### src/rtl/mips_pkg.sv
// Shared types and address-split helpers for the fetch-stage instruction cache.
// Widths are derived from the cache geometry so the RTL and the bench agree on one split.
package mips_pkg;

    typedef enum logic [1:0] {
        IC_IDLE,
        IC_FILL,
        IC_COMMIT
    } icache_state_t;

    localparam int IC_WORD_W = 32;

    function automatic int ic_off_w(input int words_per_line);
        return $clog2(words_per_line);
    endfunction

    function automatic int ic_idx_w(input int lines);
        return $clog2(lines);
    endfunction

    // Byte offset (2 bits) + word offset + index are stripped from a 32-bit address.
    function automatic int ic_tag_w(input int lines, input int words_per_line);
        return 30 - $clog2(lines) - $clog2(words_per_line);
    endfunction

endpackage

### src/rtl/icache_mem.sv
// Tag and data storage for the direct-mapped instruction cache.
// Asynchronous lookup read, synchronous refill-word and tag writes; contents are never reset.
module icache_mem
    import mips_pkg::*;
#(
    parameter int  LINES          = 16,
    parameter int  WORDS_PER_LINE = 4,
    localparam int OFF_W          = ic_off_w(WORDS_PER_LINE),
    localparam int IDX_W          = ic_idx_w(LINES),
    localparam int TAG_W          = ic_tag_w(LINES, WORDS_PER_LINE)
) (
    input  logic                 clk,
    input  logic [IDX_W-1:0]     rd_idx,
    input  logic [OFF_W-1:0]     rd_word,
    output logic [TAG_W-1:0]     rd_tag,
    output logic [IC_WORD_W-1:0] rd_data,
    input  logic                 wr_en,
    input  logic [IDX_W-1:0]     wr_idx,
    input  logic [OFF_W-1:0]     wr_word,
    input  logic [IC_WORD_W-1:0] wr_data,
    input  logic                 tag_we,
    input  logic [IDX_W-1:0]     tag_idx,
    input  logic [TAG_W-1:0]     tag_data
);

    logic [IC_WORD_W-1:0] data_arr [LINES][WORDS_PER_LINE];
    logic [TAG_W-1:0]     tag_arr  [LINES];

    assign rd_tag  = tag_arr[rd_idx];
    assign rd_data = data_arr[rd_idx][rd_word];

    always_ff @(posedge clk) begin
        if (wr_en) begin
            data_arr[wr_idx][wr_word] <= wr_data;
        end
    end

    always_ff @(posedge clk) begin
        if (tag_we) begin
            tag_arr[tag_idx] <= tag_data;
        end
    end

endmodule

### src/rtl/icache_dm.sv
// Direct-mapped read-only instruction cache: combinational hit path, line-refill FSM on miss.
//   state     | meaning
//   IC_IDLE   | lookup; a miss latches the line base and starts a refill
//   IC_FILL   | mem_req high, one word captured per mem_ready beat
//   IC_COMMIT | write tag, set (or flash-clear) valid bits, return to lookup
module icache_dm
    import mips_pkg::*;
#(
    parameter int LINES          = 16,
    parameter int WORDS_PER_LINE = 4
) (
    input  logic        clk,
    input  logic        reset,
    input  logic [31:0] pcF,
    output logic [31:0] instrF,
    output logic        stallF,
    input  logic        invalidate,
    output logic        mem_req,
    output logic [31:0] mem_addr,
    input  logic        mem_ready,
    input  logic [31:0] mem_rdata
);

    localparam int OFF_W = ic_off_w(WORDS_PER_LINE);
    localparam int IDX_W = ic_idx_w(LINES);
    localparam int TAG_W = ic_tag_w(LINES, WORDS_PER_LINE);
    localparam int HI_W  = IDX_W + TAG_W;
    localparam logic [OFF_W-1:0] LAST_BEAT = OFF_W'(WORDS_PER_LINE - 1);

    icache_state_t    state;
    icache_state_t    state_next;
    logic [LINES-1:0] valid;
    logic [OFF_W-1:0] cnt;
    logic [HI_W-1:0]  line_hi;
    logic             inv_pending;

    logic [OFF_W-1:0] pc_word;
    logic [IDX_W-1:0] pc_idx;
    logic [TAG_W-1:0] pc_tag;
    logic [IDX_W-1:0] line_idx;
    logic [TAG_W-1:0] line_tag;
    logic [31:0]      miss_base;
    logic [TAG_W-1:0] rd_tag;
    logic [31:0]      rd_data;
    logic             hit;
    logic             last_beat;
    logic             unused_pc_byte;

    assign pc_word   = pcF[2 +: OFF_W];
    assign pc_idx    = pcF[2 + OFF_W +: IDX_W];
    assign pc_tag    = pcF[31 -: TAG_W];
    assign line_idx  = line_hi[IDX_W-1:0];
    assign line_tag  = line_hi[IDX_W +: TAG_W];
    assign miss_base = {pcF[31:2+OFF_W], {(2 + OFF_W){1'b0}}};
    assign unused_pc_byte = ^pcF[1:0];

    icache_mem #(
        .LINES          (LINES),
        .WORDS_PER_LINE (WORDS_PER_LINE)
    ) u_mem (
        .clk      (clk),
        .rd_idx   (pc_idx),
        .rd_word  (pc_word),
        .rd_tag   (rd_tag),
        .rd_data  (rd_data),
        .wr_en    ((state == IC_FILL) && mem_ready),
        .wr_idx   (line_idx),
        .wr_word  (cnt),
        .wr_data  (mem_rdata),
        .tag_we   (state == IC_COMMIT),
        .tag_idx  (line_idx),
        .tag_data (line_tag)
    );

    assign hit       = (state == IC_IDLE) && valid[pc_idx] && (rd_tag == pc_tag);
    assign instrF    = hit ? rd_data : 32'h0;
    assign stallF    = ~hit;
    assign last_beat = mem_ready && (cnt == LAST_BEAT);

    always_comb begin
        state_next = state;
        case (state)
            IC_IDLE:   if (!hit) state_next = IC_FILL;
            IC_FILL:   if (last_beat) state_next = IC_COMMIT;
            IC_COMMIT: state_next = IC_IDLE;
            default:   state_next = IC_IDLE;
        endcase
    end

    always_ff @(posedge clk or posedge reset) begin
        if (reset) begin
            state <= IC_IDLE;
        end else begin
            state <= state_next;
        end
    end

    // Refill datapath; mem_addr advances one word per accepted beat and holds on wait states.
    always_ff @(posedge clk or posedge reset) begin
        if (reset) begin
            valid       <= '0;
            cnt         <= '0;
            line_hi     <= '0;
            inv_pending <= 1'b0;
            mem_req     <= 1'b0;
            mem_addr    <= 32'h0;
        end else begin
            case (state)
                IC_IDLE: begin
                    if (invalidate) valid <= '0;
                    if (!hit) begin
                        line_hi  <= pcF[31:2+OFF_W];
                        cnt      <= '0;
                        mem_req  <= 1'b1;
                        mem_addr <= miss_base;
                    end
                end
                IC_FILL: begin
                    if (invalidate) inv_pending <= 1'b1;
                    if (mem_ready) begin
                        cnt <= cnt + 1'b1;
                        if (cnt == LAST_BEAT) begin
                            mem_req <= 1'b0;
                        end else begin
                            mem_addr <= mem_addr + 32'd4;
                        end
                    end
                end
                IC_COMMIT: begin
                    // A late invalidate landing in COMMIT itself must still win.
                    if (inv_pending || invalidate) begin
                        valid <= '0;
                    end else begin
                        valid[line_idx] <= 1'b1;
                    end
                    inv_pending <= 1'b0;
                end
                default: begin
                    mem_req <= 1'b0;
                end
            endcase
        end
    end

endmodule

### config.mk
export PLATFORM = sky130hd
export DESIGN_NAME = icache_dm
export DESIGN_NICKNAME = d
export VERILOG_FILES = /design/src/rtl/mips_pkg.sv /design/src/rtl/icache_mem.sv /design/src/rtl/icache_dm.sv
export SDC_FILE = /design/constraint.sdc
export NUM_CORES = 2
export LEC_CHECK = 0
export BUFFER_PORTS_ARGS = -buffer_cell sky130_fd_sc_hd__clkbuf_2
export CORE_MARGIN = 5
export CORE_UTILIZATION = 45
export CTS_BUF_LIST = sky130_fd_sc_hd__clkbuf_8
export DETAILED_ROUTE_END_ITERATION = 12
export GPL_ROUTABILITY_DRIVEN = 0
export HOLD_SLACK_MARGIN = 0.06
export SLEW_MARGIN = 20
export SYNTH_ARGS = -nofsm -noshare
export SYNTH_HDL_FRONTEND = slang
export SYNTH_SLANG_ARGS = --single-unit
### constraint.sdc
create_clock -name clk -period 6.5 [get_ports clk]
set_clock_uncertainty 0.15 [all_clocks]
set_input_delay 1.625 -clock clk [delete_from_list [all_inputs] [get_ports clk]]
set_output_delay 1.625 -clock clk [all_outputs]
set_load 0.05 [all_outputs]
==> metrics <==
Setup crit start kind primary input; final setup vio count 16; Leakage Power 36.5 nW; number of global-route vias before repair 48888; hold buffers post-CTS 0; post-placement cell count 7273; hold endpoint valid[3]; row cnt 171; R2R cell count 7; worst r2r src state[0]; worst hold start valid[3]; Synth Cell Area 0.0978 mm²; Layout Nets 4941; Main synth FF type edfxtp_1; Die Y 476 µm; Root Buffer clkbuf_8; max_slew headroom 21.6%; post-synthesis mux area share 18.3%; CORE AREA 0.217 mm²; layout cell share with drive strength beyond 1 37.0%; Fin Hold WS 0.349 ns; Distinct cells, synth 75; reg-to-reg endpoint u_mem.data_arr[6][64]; Worst-path clk slew 0.06 ns; YS warnings 0; io pins 134; Final ANT Viol Nets 0; crit path time final 6.74 ns; DP Worst Slack -0.580 ns; RSZ-0062 raised after global routing yes; failing checks setup timing; maximum vdd drop 0.000216 V; post-synthesis compound-gate area fraction 1.64%; clock latency on the worst-skew pair 1.06 ns; top cell type's share of synthesized area 74.6%; crit path DAT 4.97 ns; dominant combinational cell family by area after synthesis multiplexers; worst setup margin -0.245 ns; synth cell count leaders 2432 x edfxtp_1, 744 x mux4_2, 128 x nor2_1; Hold Vio Cnt, Final 0; initial antenna violation count 10; GRT Resource Usage Total 20.9%; status finished with violations; fraction of registers with async set/reset 3.18%; CTS max path bufs 4; DRT iter0 DRCs 4745; Buffers on Ports 129; largest net degree at the start of global routing 157; Final period util 104%; DRC viols 0; FF-to-FF setup slack 2.25 ns; Fmax 0.148 GHz; total number of vias 47162; Power Total 35.4 mW; GRT overflow 0; critical path type primary input to primary output; Die Wd 476 µm; Clock Sinks 2512; effective utilization at floorplan 45.1%; top cell type by total area after synthesis edfxtp_1; share of the yosys chip area belonging to registers 76.7%; drt total wl 239000 µm; Post-DP HPWL 137000 µm; Required @ worst endpoint 4.72 ns; max cap viols 0; first-pass GRT wire length 346000 µm; dominant cells by area after synthesis edfxtp_1 75%, mux4_2 17%, dfrtp_1 2.0%, mux2i_1 0.64%, nor2_1 0.49%; Synth Area in Adders 0.0639%; die area 0.227 mm²; pwr dens 312 mW/mm²; Worst Tran Pin Value 1.18 ns; # fillers 16732; Synth Area in Simple Gates 1.74%; gate count of the mapped netlist 4225; top-count cell post-synth edfxtp_1; synthesis-to-finish area growth 16.0%; Worst Path Max Fanout 8; wire per inst 29.8 µm; fin. max-slew vios 0; post-synthesis xor/xnor area fraction 0.376%; routed vias/inst 5.88; Post-synth EDFFs 2432; element type at the critical path end primary output; Pre-antenna DRT Iters 5; CTS Buf Count 412; Cell Count, Final, Fillers Out 8025; H-tree depth 5; syn avg cell area 23.2 µm²; flop and latch count out of synthesis 2512; CTS tree done; Hold Path Depth 2; Hold Crit Class register to register
per-stage QoR:
step / setup TNS (ns) / util (%) / cell area [µm²]
after global placement: -14.96 / 48.4 / 105000
after global routing: -3.33 / 52.4 / 114000
after floorplan: -0.0375 / - / 98100
after detailed placement: -13.17 / 48.4 / 105000
after CTS: -3.80 / 52.2 / 113000
final: -1.98 / 52.4 / 114000
final cells by class:
cell class	count	area, µm²	share of cell area (%)
multi-input cells	1452	22700	20.0
inverters	23	100	0.0882
well taps	2854	3570	3.14
clock buffers	428	5890	5.19
repair buffers	467	4780	4.21
flip-flops and latches	2512	75000	66.1
diodes	3	7.51	0.00661
clock inverters	286	1500	1.32
registers in the layout, summed over array words and instances (netlist names):
signal and count:
u_mem.data_arr 2048, u_mem.tag_arr 384, mem_addr 30, line_hi 28, valid 16, cnt 2, state 2, inv_pending 1
mem_req 1
how the worst max path moves through the flow:
| stage | from | endpoint | cells past startpoint |
|---|---|---|---|
| after floorplan | pcF[5] | instrF[18] | 13 |
| after global placement | pcF[4] | instrF[22] | 14 |
| after detailed placement | pcF[4] | instrF[22] | 14 |
| after CTS | pcF[5] | instrF[22] | 13 |
| after global routing | pcF[4] | instrF[6] | 14 |
| final | pcF[4] | instrF[6] | 14 |
placed cells by master, fill, tap and decap left out, types with 52 or more instances in the layout:
cell	instances
buf_4	283
edfxtp_1	2432
mux4_2	744
mux2i_1	52
dfrtp_1	80
nor2_4	81
buf_12	60
clkinv_2	58
inv_1	141
clkbuf_2	66
nand2_1	59
clkbuf_8	428
clkinv_1	86
worst max-delay path, cell delays in order:
cell and delay [ns]:
buf_16 0.13, buf_6 0.13, mux4_2 0.48, mux2i_1 0.20
mux2_4 0.33, or2_2 0.32, a2111oi_4 0.20, or4b_4 0.52
nor2_4 0.16, inv_8 0.12, buf_12 0.16, buf_6 0.12
a211oi_4 0.25, buf_12 0.17
kinds of logic (layout without fill, tap and decap cells):
family | after synthesis | in the layout
XOR/XNOR | 42 | 42
AO/OA/AOI/OAI | 210 | 210
AND/OR/NAND/NOR | 346 | 346
other | 1 | 5
flip-flops | 2512 | 2512
adder cells (fa/ha/maj) | 5 | 5
multiplexers | 847 | 847
buffers and inverters | 262 | 1204
report_power, final:
part	switching, mW	total [mW]	leakage [nW]	internal, mW
combinational	2.27	3.54	9.37	1.27
sequential	0.572	19.3	22.9	18.7
clock	6.05	12.6	4.27	6.54
total	8.89	35.4	36.5	26.5
routing by layer:
| layer | routed length [µm] | part of all wire [%] | GRT usage, % |
|---|---|---|---|
| met1 | 97600 | 41 | 28.4 |
| met2 | 118000 | 49 | 34.3 |
| met3 | 16900 | 7.0 | 4.56 |
| met4 | 6880 | 2.9 | 6.33 |
| met5 | 0 | 0 | 0 |
repair_timing:
action / in CTS / in global routing
buffers inserted: 13 / 7
pin swaps: 13 / 10
endpoints found under the setup margin: 33 / 33
resized for setup: 75 / 47
gates cloned: 9 / 6
No activity file was read; power rests on OpenSTA's default activity.
